`src/rtl/rram_pkg.sv`:
```
// rram_pkg: shared state encoding, default geometry and width helpers for the RRAM programmer
package rram_pkg;
  typedef enum logic [2:0] {IDLE, SETUP, PULSE, RECOVER, VERIFY} state_t;
  localparam int DEF_HEIGHT = 512;
  localparam int DEF_WIDTH = 512;
  localparam int DEF_WORD = 8;
  localparam int DEF_PULSE = 4;
  localparam int DEF_RECOVER = 2;
  localparam int DEF_RETRIES = 3;
  function automatic int addr_width(input int n);
    return n > 1 ? $clog2(n) : 1;
  endfunction
  function automatic int cnt_width(input int p, input int r);
    return $clog2((p > r ? p : r) + 1);
  endfunction
endpackage

```
`src/rtl/rram_pulse_timer.sv`:
```
// rram_pulse_timer: loadable down-counter; done is high on the last cycle of a loaded interval
//  clk, rst      clock, async active-high reset
//  load          load load_val this cycle (the interval starts next cycle)
//  load_val      interval length in cycles, >=1
//  done          high while the count is 1, i.e. the final cycle of the interval
module rram_pulse_timer
  import rram_pkg::*;
#(
  parameter int CNT_W = cnt_width(DEF_PULSE, DEF_RECOVER)
) (
  input  logic             clk,
  input  logic             rst,
  input  logic             load,
  input  logic [CNT_W-1:0] load_val,
  output logic             done
);
  logic [CNT_W-1:0] cnt_q, cnt_d;
  always_comb cnt_d = load ? load_val : (cnt_q != '0 ? cnt_q - CNT_W'(1) : cnt_q);
  assign done = cnt_q == CNT_W'(1);
  always_ff @(posedge clk or posedge rst) begin
    if (rst) cnt_q <= '0;
    else cnt_q <= cnt_d;
  end
endmodule

```
`src/rtl/rram_matrix_programmer.sv`:
```
// rram_matrix_programmer: programs RRAM crossbar cells from (row, col, weight) host beats with timed write pulses
//  in_valid/in_ready/in_row/in_col/in_data   host beat handshake; in_ready = idle & dotp_idle
//  dotp_idle                                 no new cell is started while the dot-product engine is active
//  cell_wr_en/cell_row/cell_col/cell_data    crossbar write port, registered
//  cell_rd_data                              read-back used only when RRAM_WRITE_VERIFY_EN is defined
//  busy, err (sticky), prog_count (wrapping) status
//  Build option: RRAM_WRITE_VERIFY_EN adds a read-back VERIFY step with up to MAX_RETRIES re-pulses.
module rram_matrix_programmer
  import rram_pkg::*;
#(
  parameter int RRAM_DOTP_HEIGHT   = DEF_HEIGHT,
  parameter int RRAM_DOTP_WIDTH    = DEF_WIDTH,
  parameter int WORD_SIZE_MATRIX   = DEF_WORD,
  parameter int WRITE_PULSE_CYCLES = DEF_PULSE,
  parameter int RECOVER_CYCLES     = DEF_RECOVER,
  parameter int MAX_RETRIES        = DEF_RETRIES,
  localparam int ROW_W = addr_width(RRAM_DOTP_HEIGHT),
  localparam int COL_W = addr_width(RRAM_DOTP_WIDTH)
) (
  input  logic                        clk,
  input  logic                        rst,
  input  logic                        in_valid,
  output logic                        in_ready,
  input  logic [ROW_W-1:0]            in_row,
  input  logic [COL_W-1:0]            in_col,
  input  logic [WORD_SIZE_MATRIX-1:0] in_data,
  input  logic                        dotp_idle,
  output logic                        cell_wr_en,
  output logic [ROW_W-1:0]            cell_row,
  output logic [COL_W-1:0]            cell_col,
  output logic [WORD_SIZE_MATRIX-1:0] cell_data,
  input  logic [WORD_SIZE_MATRIX-1:0] cell_rd_data,
  output logic                        busy,
  output logic                        err,
  output logic [31:0]                 prog_count
);
  localparam int CNT_W = cnt_width(WRITE_PULSE_CYCLES, RECOVER_CYCLES);
  state_t state_q, state_d;
  logic wr_en_q, wr_en_d, busy_q, busy_d, err_q, err_d;
  logic [ROW_W-1:0] row_q, row_d;
  logic [COL_W-1:0] col_q, col_d;
  logic [WORD_SIZE_MATRIX-1:0] data_q, data_d;
  logic [31:0] count_q, count_d;
  logic xfer, row_bad, col_bad, tmr_load, tmr_done;
  logic [CNT_W-1:0] tmr_val;
  assign in_ready = (state_q == IDLE) & dotp_idle;
  assign xfer = in_valid & in_ready;
  // Power-of-2 dimensions can never be out of range, so no compare is built for them.
  if ((1 << ROW_W) == RRAM_DOTP_HEIGHT) begin : g_row_full
    assign row_bad = 1'b0;
  end else begin : g_row_chk
    assign row_bad = in_row > ROW_W'(RRAM_DOTP_HEIGHT - 1);
  end
  if ((1 << COL_W) == RRAM_DOTP_WIDTH) begin : g_col_full
    assign col_bad = 1'b0;
  end else begin : g_col_chk
    assign col_bad = in_col > COL_W'(RRAM_DOTP_WIDTH - 1);
  end
  // One timer serves both intervals: SETUP arms the pulse, the last pulse cycle arms recovery.
  assign tmr_load = (state_q == SETUP) | ((state_q == PULSE) & tmr_done);
  assign tmr_val = state_q == SETUP ? CNT_W'(WRITE_PULSE_CYCLES) : CNT_W'(RECOVER_CYCLES);
  rram_pulse_timer #(.CNT_W(CNT_W)) u_timer (
    .clk      (clk),
    .rst      (rst),
    .load     (tmr_load),
    .load_val (tmr_val),
    .done     (tmr_done)
  );
`ifdef RRAM_WRITE_VERIFY_EN
  localparam int RETRY_W = addr_width(MAX_RETRIES + 1);
  logic [RETRY_W-1:0] retry_q, retry_d;
`else
  logic unused_rd;
  assign unused_rd = ^{cell_rd_data, 32'(MAX_RETRIES)};
`endif
  always_comb begin
    state_d = state_q;
    row_d = row_q;
    col_d = col_q;
    data_d = data_q;
    count_d = count_q;
    err_d = err_q;
`ifdef RRAM_WRITE_VERIFY_EN
    retry_d = retry_q;
`endif
    case (state_q)
      IDLE: if (xfer) begin
        if (row_bad | col_bad) err_d = 1'b1;
        else begin
          state_d = SETUP;
          row_d = in_row;
          col_d = in_col;
          data_d = in_data;
`ifdef RRAM_WRITE_VERIFY_EN
          retry_d = '0;
`endif
        end
      end
      SETUP: state_d = PULSE;
      PULSE: state_d = tmr_done ? RECOVER : PULSE;
      RECOVER: if (tmr_done) begin
`ifdef RRAM_WRITE_VERIFY_EN
        state_d = VERIFY;
`else
        state_d = IDLE;
        count_d = count_q + 32'd1;
`endif
      end
`ifdef RRAM_WRITE_VERIFY_EN
      VERIFY: begin
        state_d = IDLE;
        if (cell_rd_data == data_q) count_d = count_q + 32'd1;
        else if (retry_q < RETRY_W'(MAX_RETRIES)) begin
          retry_d = retry_q + RETRY_W'(1);
          state_d = SETUP;
        end else err_d = 1'b1;
      end
`endif
      default: state_d = IDLE;
    endcase
    wr_en_d = state_d == PULSE;
    busy_d = state_d != IDLE;
  end
  always_ff @(posedge clk or posedge rst) begin
    if (rst) begin
      state_q <= IDLE;
      wr_en_q <= 1'b0;
      busy_q <= 1'b0;
      err_q <= 1'b0;
      row_q <= '0;
      col_q <= '0;
      data_q <= '0;
      count_q <= '0;
`ifdef RRAM_WRITE_VERIFY_EN
      retry_q <= '0;
`endif
    end else begin
      state_q <= state_d;
      wr_en_q <= wr_en_d;
      busy_q <= busy_d;
      err_q <= err_d;
      row_q <= row_d;
      col_q <= col_d;
      data_q <= data_d;
      count_q <= count_d;
`ifdef RRAM_WRITE_VERIFY_EN
      retry_q <= retry_d;
`endif
    end
  end
  assign cell_wr_en = wr_en_q;
  assign cell_row = row_q;
  assign cell_col = col_q;
  assign cell_data = data_q;
  assign busy = busy_q;
  assign err = err_q;
  assign prog_count = count_q;
endmodule

```
`config.mk`:
```
export PLATFORM = sky130hd
export DESIGN_NAME = rram_matrix_programmer
export DESIGN_NICKNAME = d
export VERILOG_FILES = /design/src/rtl/rram_pkg.sv /design/src/rtl/rram_pulse_timer.sv /design/src/rtl/rram_matrix_programmer.sv
export SDC_FILE = /design/constraint.sdc
export NUM_CORES = 1
export LEC_CHECK = 0
export CAP_MARGIN = 20
export CORE_ASPECT_RATIO = 1.75
export CORE_MARGIN = 3
export CORE_UTILIZATION = 48
export CTS_BUF_LIST = sky130_fd_sc_hd__clkbuf_16
export DETAILED_ROUTE_END_ITERATION = 10
export PLACE_DENSITY = 0.85
export SLEW_MARGIN = 20
export SYNTH_ARGS = -nofsm -noshare
export SYNTH_HDL_FRONTEND = slang
export SYNTH_SLANG_ARGS = --single-unit
```
`constraint.sdc`:
```
create_clock -name clk -period 5.4 [get_ports clk]
set_input_delay 0.81 -clock clk [delete_from_list [all_inputs] [get_ports clk]]
set_output_delay 0.81 -clock clk [all_outputs]
set_load 0.05 [all_outputs]
```
==> flow_summary.toml, run 1 <==
[outcome]
status = "complete, no violations"

[global_routing]
grt_pass1_wl_um = 10300
antenna_found_initial = 0
grt_pass1_vias = 2064
grt_max_degree = 67
track_usage = 0.198
overflow = 0

[worst_setup_path]
worstPathCellList = "clkdlybuf4s50_1 -> nor4b_1 -> clkdlybuf4s50_1"
r2r_start = "u_timer.cnt_q[1]"
end_kind = "output pin"
rr_worst_depth = 7
cp_max_fo = 2
arrival_ns = 2.66
crit_buf_inv = 2
reg2reg_slack_ns = 3.09
required_ns = 4.59
critical_path_class = "primary input to output pin"
crit_top_cell = "clkdlybuf4s50_1"
slowest_stage = "clkdlybuf4s50_1"
critPathMaxStageDelay_ns = 0.91
cpLargestDelayFamily = "buffers and inverters"
cp-start-kind = "primary input"
timing.rr.end = "prog_count[27]"

[floorplanning]
die_area_um2 = 6870
die_height_um = 107
initial_core_util = 0.501
core_um2 = 5630
num_io_pins = 100
die_w_um = 64.0
rows = 36

[placed_design]
pre_cts_slack_ns = 1.98
gp_congestion = 0.761
io_buffer_count = 90
place_hpwl_um = 4400

[timing]
slew_headroom = 0.467
clock_skew_ns = 0.00618
rsz0062_at_grt = "false"
maxSlewViolCount = 0
worst_pin_slew_ns = 0.799
fmax_mhz = 288
setup_viol = 0
tns_ns = 0
finalHoldViolations = 0
period_needed_ns = 3.47
setup_ws_ns = 1.93
fin_crit_sh = 0.643

[detailed_routing]
viasPerCell = 5.09
post-route-drc-count = 0
first_pass_iters = 4
post_drt_wl_per_cell_um = 15.5
via_count = 2030
drtIter0Drc = 93
finalWirelength_um = 6200
ant_nets = 0

[clocking]
ctsResizeCount = 0
clk_pin_slew_worst_paths_ns = 0.05
clk_latency_ns = 0.33
hold_buffers = 0
postCtsSetupBuffers = 0
cts.sinks = 66
cts_tree = "yes"
root_buffer = "clkbuf_16"
htree_num_levels = 3
numCtsBuffers = 9
clockBufferDepth = 2

[logic_synthesis]
ys_ff_latch = 66
synth.distinct_cells = 34
ys_seq_area_frac = 0.585
synth_edf_count = 0
yosysTopAreaCellShare = 0.585
synthTopCellsByArea = "dfrtp_1, mux2_2, xnor2_1, xor2_1, nand4_1"
synth-warning-count = 0
async_reset_ff_frac = 1.00
yosysTopAreaCell = "dfrtp_1"
ys.flop_type = "dfrtp_1"
synth_cells = 222
syn_area_per_cell_um2 = 12.7
netlist_area_um2 = 2820

[min_path]
min-delay-path-class = "register to register"
min_from = "prog_count[31]"
min_to = "prog_count[31]"
min_path_cells = 1

[finish]
num_antenna_cells = 0
final_net_count = 360
utilization = 0.733
fillers = 399
drive_gt1_frac = 0.155
area_growth_pct = 46.2

[power_and_ir_drop]
powerDensity_nw_per_um2 = 423
power.total_mw = 1.75
p_leak_nw = 1.83
peakVddDrop_mv = 0.268

[job]
cap_violations = 0
## report_power, final
group / switching [mW] / internal [mW]
combinational: 0.301 / 0.187
sequential: 0.0405 / 0.564
clock: 0.204 / 0.449
total: 0.546 / 1.20
## layer usage
layer,track usage,routed length [um]
met5,0,0
met3,0.0617,322
met4,0.100,138
met2,0.335,3310
met1,0.222,2420
## cell type report
cell class                      instances  area [um2]  share of cell area
Clock inverter                          7         118              0.0285
Sequential cell                        66        1650               0.400
Clock buffer                            9         225              0.0546
Tap cell                               76        95.1              0.0230
Inverter                                3        11.3             0.00273
Multi-Input combinational cell        147        1120               0.271
Timing Repair Buffer                   91         908               0.220
## worst reg2reg max path: cells and delay by family, from the launching register on
kind	cells	cell delay, ns
and+or+nand+nor	4	1.36
xor gates and xnor gates	1	0.19
adders and majority gates	1	0.18
buffers and inverters	1	0.10
DFF	1	0.37
## cell families (layout without fill, tap and decap cells)
group,after synthesis,in the layout,share of synthesized area
muxes,28,28,0.111
and+or+nand+nor,74,74,0.148
adders and majority gates,4,4,0.0177
DFF,66,66,0.585
xor gates and xnor gates,33,33,0.102
other,1,2,0.00133
AOI/OAI and AO/OA,6,6,0.0129
buffers and inverters,10,110,0.0213
## synthesized netlist by cell type, drive strengths merged (2+ instances only)
library cell	n
clkbuf	2
dfrtp	66
a21oi	2
nor2	14
inv	3
nand2b	3
or2	2
nand3	3
nand2	16
and3	8
buf	5
nand4	12
and2	2
ha	4
mux2	27
xor2	13
and4	2
nor3	6
xnor2	20
## cells in the final DEF, fill, tap and decap left out, types with 4 or more instances in the layout
cell type,count
and3_1,8
clkbuf_16,9
clkdlybuf4s50_1,90
dfrtp_1,66
ha_1,4
mux2_2,27
nand2_1,15
nand4_1,11
nor2_1,14
nor3_1,6
xnor2_1,20
xor2_1,13
## metrics by stage
step,cell area (um2),hold slack [ns],instances
2_1_floorplan,2830,0.509,223
3_3_place_gp,3780,0.464,383
3_5_place_dp,3780,0.465,383
4_1_cts,4120,0.476,399
5_1_grt,4130,0.500,399
6_report,4130,0.471,399
## worst max path at each step
stage | start | end | cells past startpoint
after floorplan | dotp_idle | cell_col[0] | 4
after global placement | dotp_idle | in_ready | 3
after detailed placement | dotp_idle | in_ready | 3
after CTS | dotp_idle | in_ready | 3
after global routing | dotp_idle | in_ready | 3
final | dotp_idle | in_ready | 3
## flip-flops by register name (all words and copies together) (netlist names)
| name | count |
|---|---|
| cell_data | 8 |
| u_timer.cnt_q | 3 |
| cell_row | 9 |
| busy | 1 |
| prog_count | 32 |
| cell_wr_en | 1 |
| state_q | 3 |
| cell_col | 9 |
Power figures use the tool's default switching activity.
==> run 2, diff against run 1 <==
--- a/config.mk
+++ b/config.mk
@@ -8,10 +8,10 @@
 export CAP_MARGIN = 20
 export CORE_ASPECT_RATIO = 1.75
 export CORE_MARGIN = 3
-export CORE_UTILIZATION = 48
+export CORE_UTILIZATION = 45
 export CTS_BUF_LIST = sky130_fd_sc_hd__clkbuf_16
 export DETAILED_ROUTE_END_ITERATION = 10
-export PLACE_DENSITY = 0.85
+export PLACE_DENSITY = 0.8
 export SLEW_MARGIN = 20
 export SYNTH_ARGS = -nofsm -noshare
 export SYNTH_HDL_FRONTEND = slang
==> constraint.sdc (replaced) <==
create_clock -name clk -period 3.6 [get_ports clk]
set_input_delay 0.54 -clock clk [delete_from_list [all_inputs] [get_ports clk]]
set_output_delay 0.54 -clock clk [all_outputs]
set_load 0.05 [all_outputs]
==> run 2 against run 1 <==
Net effect:
- worst hold slack improved by 0.012 ns
- final area down 0.49%
- sequential power increased by 50%
- sequential cell count unchanged
- die area is 6.2% higher
- worst setup slack got worse by 0.94 ns
- non-clock buffer count rose by 1
- critical path depth is the same
==> flow_summary.toml, run 2 (synthesis results as in run 1) <==
[detailed_routing]
ant_nets = 0
drtIter0Drc = 111
post_drt_wl_per_cell_um = 15.2
viasPerCell = 4.99
post-route-drc-count = 0
via_count = 2005
first_pass_iters = 4
finalWirelength_um = 6120

[finish]
final_net_count = 361
drive_gt1_frac = 0.151
num_antenna_cells = 0
fillers = 431
final_common_cell = "clkdlybuf4s50_1"
largest_reg_flops = 32
final_cell_mix = "clkdlybuf4s50_1, dfrtp_1, mux2_2, xnor2_1, nand2_1"
area_growth_pct = 45.5

[min_path]
min_from = "prog_count[31]"
min-delay-path-class = "register to register"

[global_routing]
grt_max_degree = 43
overflow = 0
grt_pass1_vias = 2167
grt_pass1_wl_um = 10100
track_usage = 0.184
antenna_found_initial = 0

[timing]
maxSlewViolCount = 0
clock_skew_ns = 0.00816
slew_headroom = 0.513
rsz0062_at_grt = "false"
period_needed_ns = 2.61
tns_ns = 0
fin_crit_sh = 0.726
fmax_mhz = 383
finalHoldViolations = 0
setup_viol = 0
worst_pin_slew_ns = 0.725

[clocking]
cts.sinks = 66
clk_pin_slew_worst_paths_ns = 0.05
numCtsBuffers = 9
postCtsSetupBuffers = 0
hold_buffers = 0
ctsResizeCount = 0
clk_latency_ns = 0.33
root_buffer = "clkbuf_16"
clockBufferDepth = 2
htree_num_levels = 3
cts_tree = "yes"

[floorplanning]
initial_core_util = 0.473
die_area_um2 = 7300
die_w_um = 65.9
num_io_pins = 100
rows = 37
core_um2 = 5970
die_height_um = 111

[worst_setup_path]
critPathLaunch = "dotp_idle"
arrival_ns = 2.07
cp-start-kind = "primary input"
cp_max_fo = 2
end_kind = "output pin"
required_ns = 3.06
crit_top_cell = "clkdlybuf4s50_1"
critPathMaxStageDelay_ns = 0.86
r2r_start = "u_timer.cnt_q[1]"
worstPathCellList = "clkdlybuf4s50_1 -> nor4b_2 -> clkdlybuf4s50_1"
slowest_stage = "clkdlybuf4s50_1"
critical_path_class = "primary input to output pin"

[placed_design]
gp_congestion = 0.775
io_buffer_count = 90
place_hpwl_um = 4380

[outcome]
status = "complete, no violations"

[power_and_ir_drop]
p_leak_nw = 1.82
powerDensity_nw_per_um2 = 616
peakVddDrop_mv = 0.378
power.total_mw = 2.53

[job]
cap_violations = 0
==> run 2: power by group <==
group	leakage [nW]	switching [mW]	internal [mW]	total [mW]
clock	0.148	0.298	0.596	0.894
combinational	0.816	0.448	0.281	0.729
sequential	0.856	0.0585	0.847	0.905
total	1.82	0.805	1.72	2.53
==> run 2: stage by stage <==
stage	std cells	setup slack (ns)	util	hold WS [ns]	area [um2]
CTS	402	0.963	0.688	0.493	4110
finish	402	0.986	0.688	0.483	4110
global placement	386	0.986	0.636	0.465	3800
floorplan	223	0.909	-	0.510	2830
detailed placement	386	0.963	0.636	0.466	3800
global route	402	0.921	0.688	0.506	4110
==> run 2: worst max-delay path, delay by kind of cell <==
family	cells	cell delay, ns
and+or+nand+nor	1	0.23
buffers and inverters	2	1.30
==> run 2: layout make-up <==
type                            instances  area (um2)  area share
Clock buffer                            9         225      0.0548
Clock inverter                          7        83.8      0.0204
Inverter                                3        11.3     0.00274
Multi-Input combinational cell        147        1120       0.273
Sequential cell                        66        1650       0.402
Tap cell                               78        97.6      0.0238
Timing Repair Buffer                   92         916       0.223
==> run 2: path summary, 6_finish.rpt <==
check | endpoint | slack, ns | cells past startpoint
worst max-delay path | in_ready | 0.99 | 3
worst min-delay path | prog_count[31] | 0.48 | 1
worst max register to register | prog_count[31] | 1.26 | 7
worst min register to register | prog_count[31] | 0.48 | 1
max in group asynchronous | cell_data[0] | 2.09 | 3
min in group asynchronous | prog_count[26] | 0.58 | 2
==> run 2: per-layer routing <==
layer	wire, um	GRT usage
met1	2240	0.187
met2	3420	0.330
met3	305	0.0304
met4	161	0.116
met5	0	0
==> run 3, diff against run 2 <==
--- a/config.mk
+++ b/config.mk
@@ -8,10 +8,10 @@
 export CAP_MARGIN = 20
 export CORE_ASPECT_RATIO = 1.75
 export CORE_MARGIN = 3
-export CORE_UTILIZATION = 45
+export CORE_UTILIZATION = 40
 export CTS_BUF_LIST = sky130_fd_sc_hd__clkbuf_16
 export DETAILED_ROUTE_END_ITERATION = 10
-export PLACE_DENSITY = 0.8
+export PLACE_DENSITY = 0.75
 export SLEW_MARGIN = 20
 export SYNTH_ARGS = -nofsm -noshare
 export SYNTH_HDL_FRONTEND = slang
==> constraint.sdc (replaced) <==
create_clock -name clk -period 2.1 [get_ports clk]
set_input_delay 0.315 -clock clk [delete_from_list [all_inputs] [get_ports clk]]
set_output_delay 0.315 -clock clk [all_outputs]
set_load 0.05 [all_outputs]
==> run 3 against run 2 <==
Net effect:
- clock power increased by 57%
- critical path depth increased by 4
- sequential power increased by 71%
- final cell count increased by 3.0%
- global-route usage decreased by 2.1 points
- worst setup slack got worse by 0.87 ns
- core utilization decreased by 5.7 points
- via count increased by 1.6%
- non-clock buffer count increased by 8
- power increased by 67%
- die area increased by 12%
- clock skew increased by 0.00063 ns
- largest cell class unchanged
==> flow_summary.toml, run 3 (synthesis results as in run 1) <==
[outcome]
status = "complete, no violations"

[clocking]
clockBufferDepth = 2
clk_pin_slew_worst_paths_ns = 0.05
cts.sinks = 66
cts_tree = "yes"
htree_num_levels = 3
root_buffer = "clkbuf_16"
clk_latency_ns = 0.33
numCtsBuffers = 9
hold_buffers = 0

[worst_setup_path]
end_kind = "register"
worstPathCellList = "inv_1 -> ha_1 -> and4bb_4 -> nand4_4 -> or4_4 -> and3b_1 -> xor2_1"
arrival_ns = 2.23
cp-start-kind = "register"
required_ns = 2.35
slowest_stage = "or4_4"
critical_path_class = "register to register"
cp_max_fo = 6
critPathMaxStageDelay_ns = 0.49

[timing]
maxSlewViolCount = 0
period_needed_ns = 1.98
slew_headroom = 0.647
rsz0062_at_grt = "false"
clock_skew_ns = 0.00878
finalHoldViolations = 0
fmax_mhz = 504
setup_viol = 0
worst_pin_slew_ns = 0.528
fin_crit_sh = 0.944

[finish]
final_net_count = 369
drive_gt1_frac = 0.196
final_common_cell = "clkdlybuf4s50_1"
seq_area_um2 = 1660
multi_input_area_um2 = 1150
num_antenna_cells = 0
area_growth_pct = 49.2
final_cell_mix = "clkdlybuf4s50_1, dfrtp_1, mux2_2, xnor2_1, nand2_1"
layout.cells.non_filler = 414
largest_reg_flops = 32
fillers = 555

[placed_design]
io_buffer_count = 90
gp_congestion = 0.726
dpl.cell_count = 397
place_hpwl_um = 4550

[power_and_ir_drop]
p_clk_frac = 0.332
p_switching_mw = 1.38
power.total_mw = 4.23
seq_power_share = 0.366
p_leak_nw = 1.87
peakVddDrop_mv = 0.724
powerDensity_nw_per_um2 = 1000
comb_power_share = 0.302
internal-power_mw = 2.84
swShare = 0.327

[floorplanning]
num_io_pins = 100
die_w_um = 69.5
initial_core_util = 0.422
core_um2 = 6690
die_height_um = 117
rows = 39
die_area_um2 = 8140

[global_routing]
grt_max_degree = 30
antenna_found_initial = 0
track_usage = 0.163
overflow = 0
grt_pass1_vias = 2110
grt_pass1_wl_um = 10200

[detailed_routing]
post-route-drc-count = 0
drtIter0Drc = 96
post_drt_wl_per_cell_um = 14.9
ant_nets = 0
finalWirelength_um = 6150
viasPerCell = 4.92
first_pass_iters = 4
via_count = 2038

[min_path]
min-delay-path-class = "primary input to asynchronous set/reset pin"

[job]
cap_violations = 0
run 3: cell types whose count changed in the layout (fill, tap and decap cells not counted), moves of 3 or more:
cell	previous run	this run
inv_1	2	5
buf_12	0	3
dfrtp_1	66	60
buf_4	2	8
dfrtp_2	0	6
run 3: power by group through the flow:
stage / clock (mW) / combinational [mW] / sequential (mW)
2_1_floorplan: 0 / 0.346 / 2.06
3_3_place_gp: 0 / 1.26 / 1.56
3_5_place_dp: 0 / 1.28 / 1.57
4_1_cts: 1.43 / 1.29 / 1.55
5_1_grt: 1.48 / 1.34 / 1.57
6_report: 1.40 / 1.28 / 1.55
run 3: final cells by class:
type / count / share of cell area
clock buffer: 9 / 0.0535
clock inverter: 7 / 0.0128
inverter: 3 / 0.00267
multi-input combinational: 147 / 0.273
sequential: 66 / 0.394
tap: 82 / 0.0244
timing repair buffer: 100 / 0.240
run 3: worst max-delay path: cells and delay by family (launching register included):
family | cells | cell delay [ns]
XOR/XNOR | 1 | 0.14
adder cells (fa/ha/maj) | 1 | 0.18
buffers and inverters | 1 | 0.11
flip-flops | 1 | 0.37
AND/OR/NAND/NOR | 4 | 1.10
run 3: final timing paths:
| check | from | to | slack (ns) | cells after the start |
|---|---|---|---|---|
| setup / recovery | u_timer.cnt_q[1] | prog_count[30] | 0.12 | 7 |
| hold / removal | rst | prog_count[2] | 0.30 | 2 |
| setup reg to reg | u_timer.cnt_q[1] | prog_count[30] | 0.12 | 7 |
| hold reg to reg | prog_count[31] | prog_count[31] | 0.47 | 1 |
| max in group asynchronous | rst | prog_count[3] | 1.30 | 3 |
| min in group clk | prog_count[31] | prog_count[31] | 0.47 | 1 |
run 3: through the flow:
stage / hold WS (ns) / setup WS (ns) / util / setup TNS (ns) / cell area [um2]
detailed placement: 0.466 / 0.0187 / 0.587 / 0 / 3920
floorplan: 0.465 / -0.0156 / - / -0.0935 / 2870
global route: 0.335 / 0.00938 / 0.630 / 0 / 4210
global placement: 0.461 / 0.0396 / 0.587 / 0 / 3920
finish: 0.300 / 0.118 / 0.630 / 0 / 4210
CTS: 0.304 / 0.0407 / 0.628 / 0 / 4200
run 3: what timing repair did:
action | 4_1_cts | 5_1_grt
gates resized for setup | 0 | 1
pin swaps | 1 | 2
cloned | 0 | 0
buffers inserted | 0 | 1
setup endpoints to repair | 1 | 6
run 3: per-layer routing:
layer  GRT usage  routed length (um)  vias up  share of wire
met5           0                   0        -              0
met4      0.0860                 145        0          0.024
met3      0.0462                 340       12          0.055
met2       0.286                3280       64           0.53
met1       0.179                2390      998           0.39
li1            -                   -      964              -
